File: config.mk
export PLATFORM = sky130hd
export DESIGN_NAME = trig_conditioner
export DESIGN_NICKNAME = d
export VERILOG_FILES = /design/src/rtl/trig_conditioner.sv
export SDC_FILE = /design/constraint.sdc
export NUM_CORES = 1
export LEC_CHECK = 0
export BUFFER_PORTS_ARGS = -buffer_cell sky130_fd_sc_hd__buf_2
export CAP_MARGIN = 20
export CORE_ASPECT_RATIO = 1.5
export CORE_MARGIN = 8
export CORE_UTILIZATION = 48
export CTS_CLUSTER_DIAMETER = 40
export DETAILED_ROUTE_END_ITERATION = 16
export PLACE_DENSITY_LB_ADDON = 0.25
export REMOVE_ABC_BUFFERS = 1
export SLEW_MARGIN = 20
export SYNTH_ARGS = -nofsm -noshare
export SYNTH_HDL_FRONTEND = slang
export SYNTH_SLANG_ARGS = --single-unit
File: constraint.sdc
create_clock -name clk -period 1.65 [get_ports clk]
set_input_delay 0.0825 -clock clk [delete_from_list [all_inputs] [get_ports clk]]
set_output_delay 0.0825 -clock clk [all_outputs]
set_load 0.02 [all_outputs]
File: src/rtl/trig_conditioner.sv
// Trigger input conditioner: synchroniser, debounce, edge qualification and hold-off/busy lockout
// ahead of a one-shot. Define TRIG_DROP_CNT_EN to build the dropped-edge diagnostic counter.
module trig_conditioner #(
    parameter int DB_W = 8,
    parameter int HO_W = 8
) (
    input  logic            clk,
    input  logic            rst_n,
    input  logic            in_async,
    input  logic [1:0]      edge_sel,
    input  logic [DB_W-1:0] db_len,
    input  logic [HO_W-1:0] holdoff,
    input  logic            busy,
    output logic            trig,
    output logic            level,
    output logic            locked,
    output logic [7:0]      drop_cnt
);

    typedef enum logic [1:0] {
        ST_IDLE = 2'd0,
        ST_FIRE = 2'd1,
        ST_HOLD = 2'd2
    } state_t;

    logic            s1_r;
    logic            s2_r;
    logic            level_r;
    logic [DB_W-1:0] db_cnt_r;
    logic            commit_s;
    logic            rise_s;
    logic            fall_s;
    logic            qedge_s;
    state_t          state_r;
    state_t          next_state_s;
    logic [HO_W-1:0] ho_cnt_r;
    logic [HO_W-1:0] ho_cnt_next_s;
    logic            trig_r;
    logic            locked_r;

    // Two-flop synchroniser for the asynchronous trigger line
    always_ff @(posedge clk or negedge rst_n) begin
        if (!rst_n) begin
            s1_r <= 1'b0;
            s2_r <= 1'b0;
        end else begin
            s1_r <= in_async;
            s2_r <= s1_r;
        end
    end

    // >= keeps the count safe if db_len is lowered while a change is pending
    assign commit_s = (s2_r != level_r) && (db_cnt_r >= db_len);
    assign rise_s   = commit_s & s2_r;
    assign fall_s   = commit_s & ~s2_r;

    // Debounce counter and committed level
    always_ff @(posedge clk or negedge rst_n) begin
        if (!rst_n) begin
            db_cnt_r <= {DB_W{1'b0}};
            level_r  <= 1'b0;
        end else if (s2_r == level_r) begin
            db_cnt_r <= {DB_W{1'b0}};
        end else if (commit_s) begin
            level_r  <= s2_r;
            db_cnt_r <= {DB_W{1'b0}};
        end else begin
            db_cnt_r <= db_cnt_r + DB_W'(1);
        end
    end

    // Edge qualifier selection
    always_comb begin
        qedge_s = 1'b0;
        case (edge_sel)
            2'b00:   qedge_s = rise_s;
            2'b01:   qedge_s = fall_s;
            2'b10:   qedge_s = rise_s | fall_s;
            default: qedge_s = 1'b0;
        endcase
    end

    // Lockout FSM next-state and hold-off counter update
    always_comb begin
        next_state_s  = state_r;
        ho_cnt_next_s = ho_cnt_r;
        case (state_r)
            ST_IDLE: begin
                if (qedge_s && !busy) begin
                    next_state_s = ST_FIRE;
                end else begin
                    next_state_s = ST_IDLE;
                end
            end
            ST_FIRE: begin
                ho_cnt_next_s = holdoff;
                if (holdoff != {HO_W{1'b0}}) begin
                    next_state_s = ST_HOLD;
                end else begin
                    next_state_s = ST_IDLE;
                end
            end
            ST_HOLD: begin
                ho_cnt_next_s = ho_cnt_r - HO_W'(1);
                if (ho_cnt_r == HO_W'(1)) begin
                    next_state_s = ST_IDLE;
                end else begin
                    next_state_s = ST_HOLD;
                end
            end
            default: begin
                next_state_s  = ST_IDLE;
                ho_cnt_next_s = {HO_W{1'b0}};
            end
        endcase
    end

    // State, hold-off counter and registered outputs
    always_ff @(posedge clk or negedge rst_n) begin
        if (!rst_n) begin
            state_r  <= ST_IDLE;
            ho_cnt_r <= {HO_W{1'b0}};
            trig_r   <= 1'b0;
            locked_r <= 1'b0;
        end else begin
            state_r  <= next_state_s;
            ho_cnt_r <= ho_cnt_next_s;
            trig_r   <= (next_state_s == ST_FIRE);
            locked_r <= (next_state_s != ST_IDLE);
        end
    end

    assign trig   = trig_r;
    assign level  = level_r;
    assign locked = locked_r;

`ifdef TRIG_DROP_CNT_EN
    logic       drop_s;
    logic [7:0] drop_cnt_r;

    // A qualified edge is dropped when busy in IDLE or whenever locked out
    assign drop_s = qedge_s & (busy | (state_r != ST_IDLE));

    // Saturating dropped-edge counter
    always_ff @(posedge clk or negedge rst_n) begin
        if (!rst_n) begin
            drop_cnt_r <= 8'd0;
        end else if (drop_s && (drop_cnt_r != 8'hFF)) begin
            drop_cnt_r <= drop_cnt_r + 8'd1;
        end else begin
            drop_cnt_r <= drop_cnt_r;
        end
    end

    assign drop_cnt = drop_cnt_r;
`else
    assign drop_cnt = 8'd0;
`endif

endmodule
==> results.json, run 1 <==
{
  "outcome": "complete, but fails checks",
  "violations": "negative setup slack",
  "vdd_drop_max_v": 0.000704,
  "post-route-drc-count": 0,
  "path_clk_slew_ns": 0.08,
  "layout.nets": 238,
  "area.sequential_um2": 576,
  "final_cells": 239,
  "antenna_found_initial": 0,
  "ys_types": 36,
  "hpwl_mm": 2.78,
  "gp_congestion": 0.844,
  "async_flop_share": 1.00,
  "hold_depth": 3,
  "fp.dieH_um": 83.8,
  "cellPowerDensity_nw_per_um2": 1070,
  "grt_use_total": 0.147,
  "hold_viol_final": 0,
  "yosysWarnings": 0,
  "cp.arrival_ns": 1.86,
  "final_util": 0.647,
  "grt.overflow.total": 0,
  "cts.sinks": 23,
  "ys_seq_elements": 23,
  "endpoint_kind": "flop",
  "syn-cell-area_um2": 1470,
  "post-synth-top-area-fraction": 0.391,
  "grt_pass1_vias": 1388,
  "hold_class": "input port to flop",
  "syn2layout_area_growth_pct": 28.0,
  "vias": 1275,
  "synth_largest_area_cell": "dfrtp_1",
  "syn_inst": 153,
  "drt_iter0_drc": 43,
  "first_pass_iters": 4,
  "period_minus_slack_ns": 1.71,
  "initial_core_util": 0.506,
  "insertion_delay_ns": 0.26,
  "dieArea_um2": 5130,
  "port_buffers": 24,
  "fin_worst_skew_ns": 0.00332,
  "drt-vias-per-instance": 5.33,
  "finalSetupViolCount": 4,
  "period_share": 1.04,
  "grt_first_pass_wirelength_mm": 5.84,
  "clock.fmax_ghz": 0.585,
  "crit_type": "flop to flop",
  "dpl.cell_count": 230,
  "wl_per_cell_um": 14.8,
  "cp_max_fo": 2,
  "startpoint_type": "flop",
  "synth_ff_type": "dfrtp_1",
  "num-fill-cells": 257,
  "cts_tree": "yes",
  "h-tree-depth": 1,
  "setup_tns_ns": -0.0905,
  "rr_startpoint": "db_cnt_r[2]$_DFF_PN0_",
  "r2r_slack_ns": -0.06,
  "ios": 33,
  "max_slew_margin": 0.652,
  "core-area_um2": 2910,
  "min_from": "busy",
  "synth_edf_count": 0,
  "clk_path_buf_depth": 2,
  "tightest_slew_ns": 0.521,
  "wl_mm": 3.53,
  "drive_above_1_share": 0.320,
  "multiInputGateArea_um2": 866,
  "p_leak_nw": 0.974,
  "die_w_um": 61.2,
  "worst_slack_ns": -0.0608,
  "rsz0062_at_grt": "true",
  "ys_top_cells_by_area": "dfrtp_1 39%, ha_1 13%, xor2_1 5.4%, buf_4 4.1%, inv_1 3.6%",
  "placementRows": 24,
  "avgSynthCellArea_um2": 9.63,
  "ys_seq_area_frac": 0.391,
  "r2r-end": "level$_DFFE_PN0P_",
  "grt_max_degree": 24,
  "n_antenna_cell": 0,
  "numCtsBuffers": 3,
  "fin_area_um2": 1890,
  "crit_required_ns": 1.80,
  "cts_root_buf": "clkbuf_8",
  "rr_worst_depth": 5,
  "ant_nets": 0,
  "maxCapViolCount": 0,
  "report.final.slew_viol_count": 0,
  "post_dp_cell_area_um2": 1730,
  "total_power_mw": 2.02,
  "holdPathEnd": "trig$_DFF_PN0_"
}
## layout make-up
class                   count  share of cell area
repair buffers             47               0.158
flip-flops and latches     23               0.305
clock buffers               4              0.0239
multi-input cells         112               0.459
inverters                  14              0.0279
well taps                  39              0.0259
## through the flow
stage               worst slack (ns)  hold slack (ns)
floorplan                     -0.138           -0.213
global placement             -0.0772           0.0827
detailed placement           -0.0925           0.0878
CTS                           -0.109            0.100
global route                  -0.117            0.100
finish                       -0.0608            0.107
## sequential cells by signal (all words and copies together), names as in the netlist
register	flops
db_cnt_r	8
ho_cnt_r	8
state_r	2
level	1
locked	1
s1_r	1
s2_r	1
trig	1
## how the worst max path moves through the flow
stage,startpoint,to,slack [ns],depth (start not counted)
finish,db_cnt_r[2]$_DFF_PN0_,level$_DFFE_PN0P_,-0.06,5
global placement,db_cnt_r[2]$_DFF_PN0_,level$_DFFE_PN0P_,-0.08,5
detailed placement,db_cnt_r[2]$_DFF_PN0_,level$_DFFE_PN0P_,-0.09,5
CTS,db_cnt_r[2]$_DFF_PN0_,level$_DFFE_PN0P_,-0.11,5
global route,db_cnt_r[2]$_DFF_PN0_,level$_DFFE_PN0P_,-0.12,5
floorplan,db_cnt_r[2]$_DFF_PN0_,level$_DFFE_PN0P_,-0.14,5
## metal layers
layer,vias to the layer above,wire length (um),track usage
met5,-,0,0
met1,611,1360,0.145
met4,0,60,0.0661
li1,621,-,-
met3,6,116,0.0231
met2,37,1990,0.272
## cells in the final DEF (no fill, tap or decap), drive strengths merged, types with 2 or more instances in the layout
cell type,n
mux2i,2
a22oi,3
dlygate4sd3,2
clkbuf,4
and3,4
nor3,4
ha,15
o21ai,10
a31oi,4
nor4,3
nand2b,2
inv,14
nand2,6
o2111ai,2
nor3b,4
nor2,12
nand3,6
a221oi,2
conb,8
dfrtp,23
xor2,9
buf,45
a21oi,4
## Yosys cell counts, drive strengths merged, types with 2 or more instances
cell type / n
a21oi: 4
a221oi: 2
a22oi: 3
a31oi: 4
and3: 4
buf: 8
clkbuf: 3
dfrtp: 23
ha: 15
inv: 14
mux2i: 2
nand2: 6
nand2b: 2
nand3: 6
nor2: 12
nor3: 4
nor3b: 4
nor4: 3
o2111ai: 2
o21ai: 10
xor2: 9
## critical path, stage by stage, from the launching register on
cell and delay [ns]:
dfrtp_1 0.42, ha_4 0.22, a211o_1 0.26, a31oi_2 0.18, o211a_1 0.22, mux2_4 0.30
## report_power, final
part | total [mW] | switching [mW] | leakage [nW] | internal (mW)
Combinational | 0.903 | 0.467 | 0.646 | 0.436
Clock | 0.348 | 0.176 | 0.0228 | 0.172
Sequential | 0.768 | 0.0918 | 0.305 | 0.676
Total | 2.02 | 0.735 | 0.974 | 1.28
## cell families after synthesis
logic type / share of synthesized area
AO/OA/AOI/OAI: 0.138
XOR/XNOR: 0.0595
adder cells (fa/ha/maj): 0.127
buffers and inverters: 0.0841
flip-flops: 0.391
multiplexers: 0.0212
other: 0.00255
AND/OR/NAND/NOR: 0.177
## what timing repair did
| item | in CTS | in global routing |
|---|---|---|
| resized for setup | 2 | 12 |
| hold buffers | 2 | 0 |
| gates cloned | 0 | 0 |
| hold endpoints to repair | 24 | 0 |
| buffers inserted | 2 | 1 |
| endpoints found under the setup margin | 4 | 12 |
| pin swaps | 3 | 5 |
No activity file was read; power rests on OpenSTA's default activity.
==> inputs of run 2 (changes only) <==
Settings changed: PLACE_DENSITY set to 0.75, PLACE_DENSITY_LB_ADDON 0.25 to not set.
==> run 2 against run 1 <==
The flow still finishes with violations (negative setup slack). Critical endpoint unchanged. Hold slack got worse by 0.0044 ns. Cell count decreased by 0.84%. Via count down 0.31%. Combinational power up 3.7%. First-iteration DRC count up 7.0%.
==> results.json, run 2 (synthesis gave the netlist of run 1 again) <==
{
  "post-route-drc-count": 0,
  "dieArea_um2": 5130,
  "hold_class": "input port to flop",
  "post_dp_cell_area_um2": 1720,
  "reg.largest.list": "db_cnt_r (8), ho_cnt_r (8), state_r (2)",
  "p_leak_nw": 0.974,
  "antenna_found_initial": 0,
  "wl_mm": 3.39,
  "num-fill-cells": 258,
  "whs_ns": 0.103,
  "area.sequential_um2": 576,
  "period_share": 1.05,
  "clk_path_buf_depth": 2,
  "initial_core_util": 0.506,
  "hpwl_mm": 2.72,
  "final_cell_mix": "24 x buf_2, 23 x dfrtp_1, 18 x buf_4",
  "endpoint_kind": "flop",
  "cts_tree": "yes",
  "startpoint_type": "flop",
  "n_antenna_cell": 0,
  "first_pass_iters": 4,
  "grt.overflow.total": 0,
  "cellPowerDensity_nw_per_um2": 1080,
  "drt_iter0_drc": 46,
  "cp.arrival_ns": 1.88,
  "grt_use_total": 0.138,
  "cts.sinks": 23,
  "final_util": 0.647,
  "report.final.slew_viol_count": 0,
  "rr_worst_depth": 5,
  "ios": 33,
  "combPwrFrac": 0.460,
  "drive_above_1_share": 0.308,
  "crit_type": "flop to flop",
  "core-area_um2": 2910,
  "power_frac_seq": 0.375,
  "fin_area_um2": 1880,
  "h-tree-depth": 1,
  "grt_pass1_vias": 1365,
  "power.switching_mw": 0.739,
  "worst_slack_ns": -0.0840,
  "rsz0062_at_grt": "true",
  "grt_max_degree": 24,
  "cts_root_buf": "clkbuf_8",
  "hold_depth": 3,
  "period_minus_slack_ns": 1.73,
  "fp.dieH_um": 83.8,
  "intPower_mw": 1.30,
  "insertion_delay_ns": 0.26,
  "path_clk_slew_ns": 0.07,
  "violations": "negative setup slack",
  "p_clk_frac": 0.164,
  "port_buffers": 24,
  "numCtsBuffers": 3,
  "placementRows": 24,
  "maxCapViolCount": 0,
  "cp_max_fo": 2,
  "swShare": 0.363,
  "setup_tns_ns": -0.118,
  "syn2layout_area_growth_pct": 28.0,
  "vias": 1271,
  "wl_per_cell_um": 14.3,
  "vdd_drop_max_v": 0.000944,
  "drt-vias-per-instance": 5.36,
  "total_power_mw": 2.03,
  "ant_nets": 0,
  "gp_congestion": 0.862,
  "layout.nets": 236,
  "clock.fmax_ghz": 0.577,
  "finalSetupViolCount": 3,
  "grt_first_pass_wirelength_mm": 5.61,
  "crit_required_ns": 1.80,
  "outcome": "complete, but fails checks",
  "hold_viol_final": 0,
  "layout.cells.most_common": "buf_2",
  "fin_worst_skew_ns": 0.00296,
  "multiInputGateArea_um2": 876,
  "die_w_um": 61.2
}
==> run 2: changes by cell type in the layout (fill, tap and decap cells not counted), sizes merged <==
| cell | delta |
|---|---|
| buf | -2 |
==> run 2: metal layers <==
metal | track usage | vias to the layer above | wire (um)
li1 | - | 615 | -
met1 | 0.133 | 606 | 1270
met2 | 0.253 | 40 | 1900
met3 | 0.0293 | 10 | 155
met4 | 0.0661 | 0 | 71
met5 | 0 | - | 0
==> run 2: path summary, 6_finish.rpt <==
path	from	end	slack (ns)
hold / removal	busy	state_r[0]$_DFF_PN0_	0.10
max in group asynchronous	rst_n	level$_DFFE_PN0P_	1.01
min in group asynchronous	rst_n	ho_cnt_r[0]$_DFFE_PN0P_	0.31
setup reg to reg	db_cnt_r[2]$_DFF_PN0_	level$_DFFE_PN0P_	-0.08
hold reg to reg	s1_r$_DFF_PN0_	s2_r$_DFF_PN0_	0.36
setup / recovery	db_cnt_r[2]$_DFF_PN0_	level$_DFFE_PN0P_	-0.08
==> run 2: area by class of cell <==
class / count / area share
repair buffers: 45 / 0.152
clock buffers: 4 / 0.0239
well taps: 39 / 0.0259
inverters: 14 / 0.0279
multi-input cells: 112 / 0.465
flip-flops and latches: 23 / 0.305
==> run 2: timing repair <==
action / 4_1_cts / 5_1_grt
buffers inserted: 0 / 2
setup endpoints to repair: 6 / 12
pin swaps: 1 / 7
endpoints found under the hold margin: 24 / 0
resized for setup: 2 / 15
hold buffers: 2 / 0
==> run 2: critical path, stage by stage, from the launching register on <==
cell	delay, ns
dfrtp_1	0.42
ha_4	0.23
a211o_1	0.29
a31oi_4	0.18
o211a_1	0.21
mux2_4	0.30
==> run 2: metrics by stage <==
step | setup slack [ns] | instances
after detailed placement | -0.115 | 229
after floorplan | -0.138 | 149
final | -0.0840 | 237
after CTS | -0.0797 | 235
after global placement | -0.0792 | 229
after global routing | -0.116 | 237
==> run 2: power by group through the flow <==
stage | Clock, mW | Sequential, mW | Combinational (mW)
floorplan | 0 | 0.805 | 0.433
global placement | 0 | 0.760 | 0.790
detailed placement | 0 | 0.772 | 0.814
CTS | 0.343 | 0.764 | 0.835
global route | 0.373 | 0.776 | 1.03
finish | 0.335 | 0.764 | 0.936
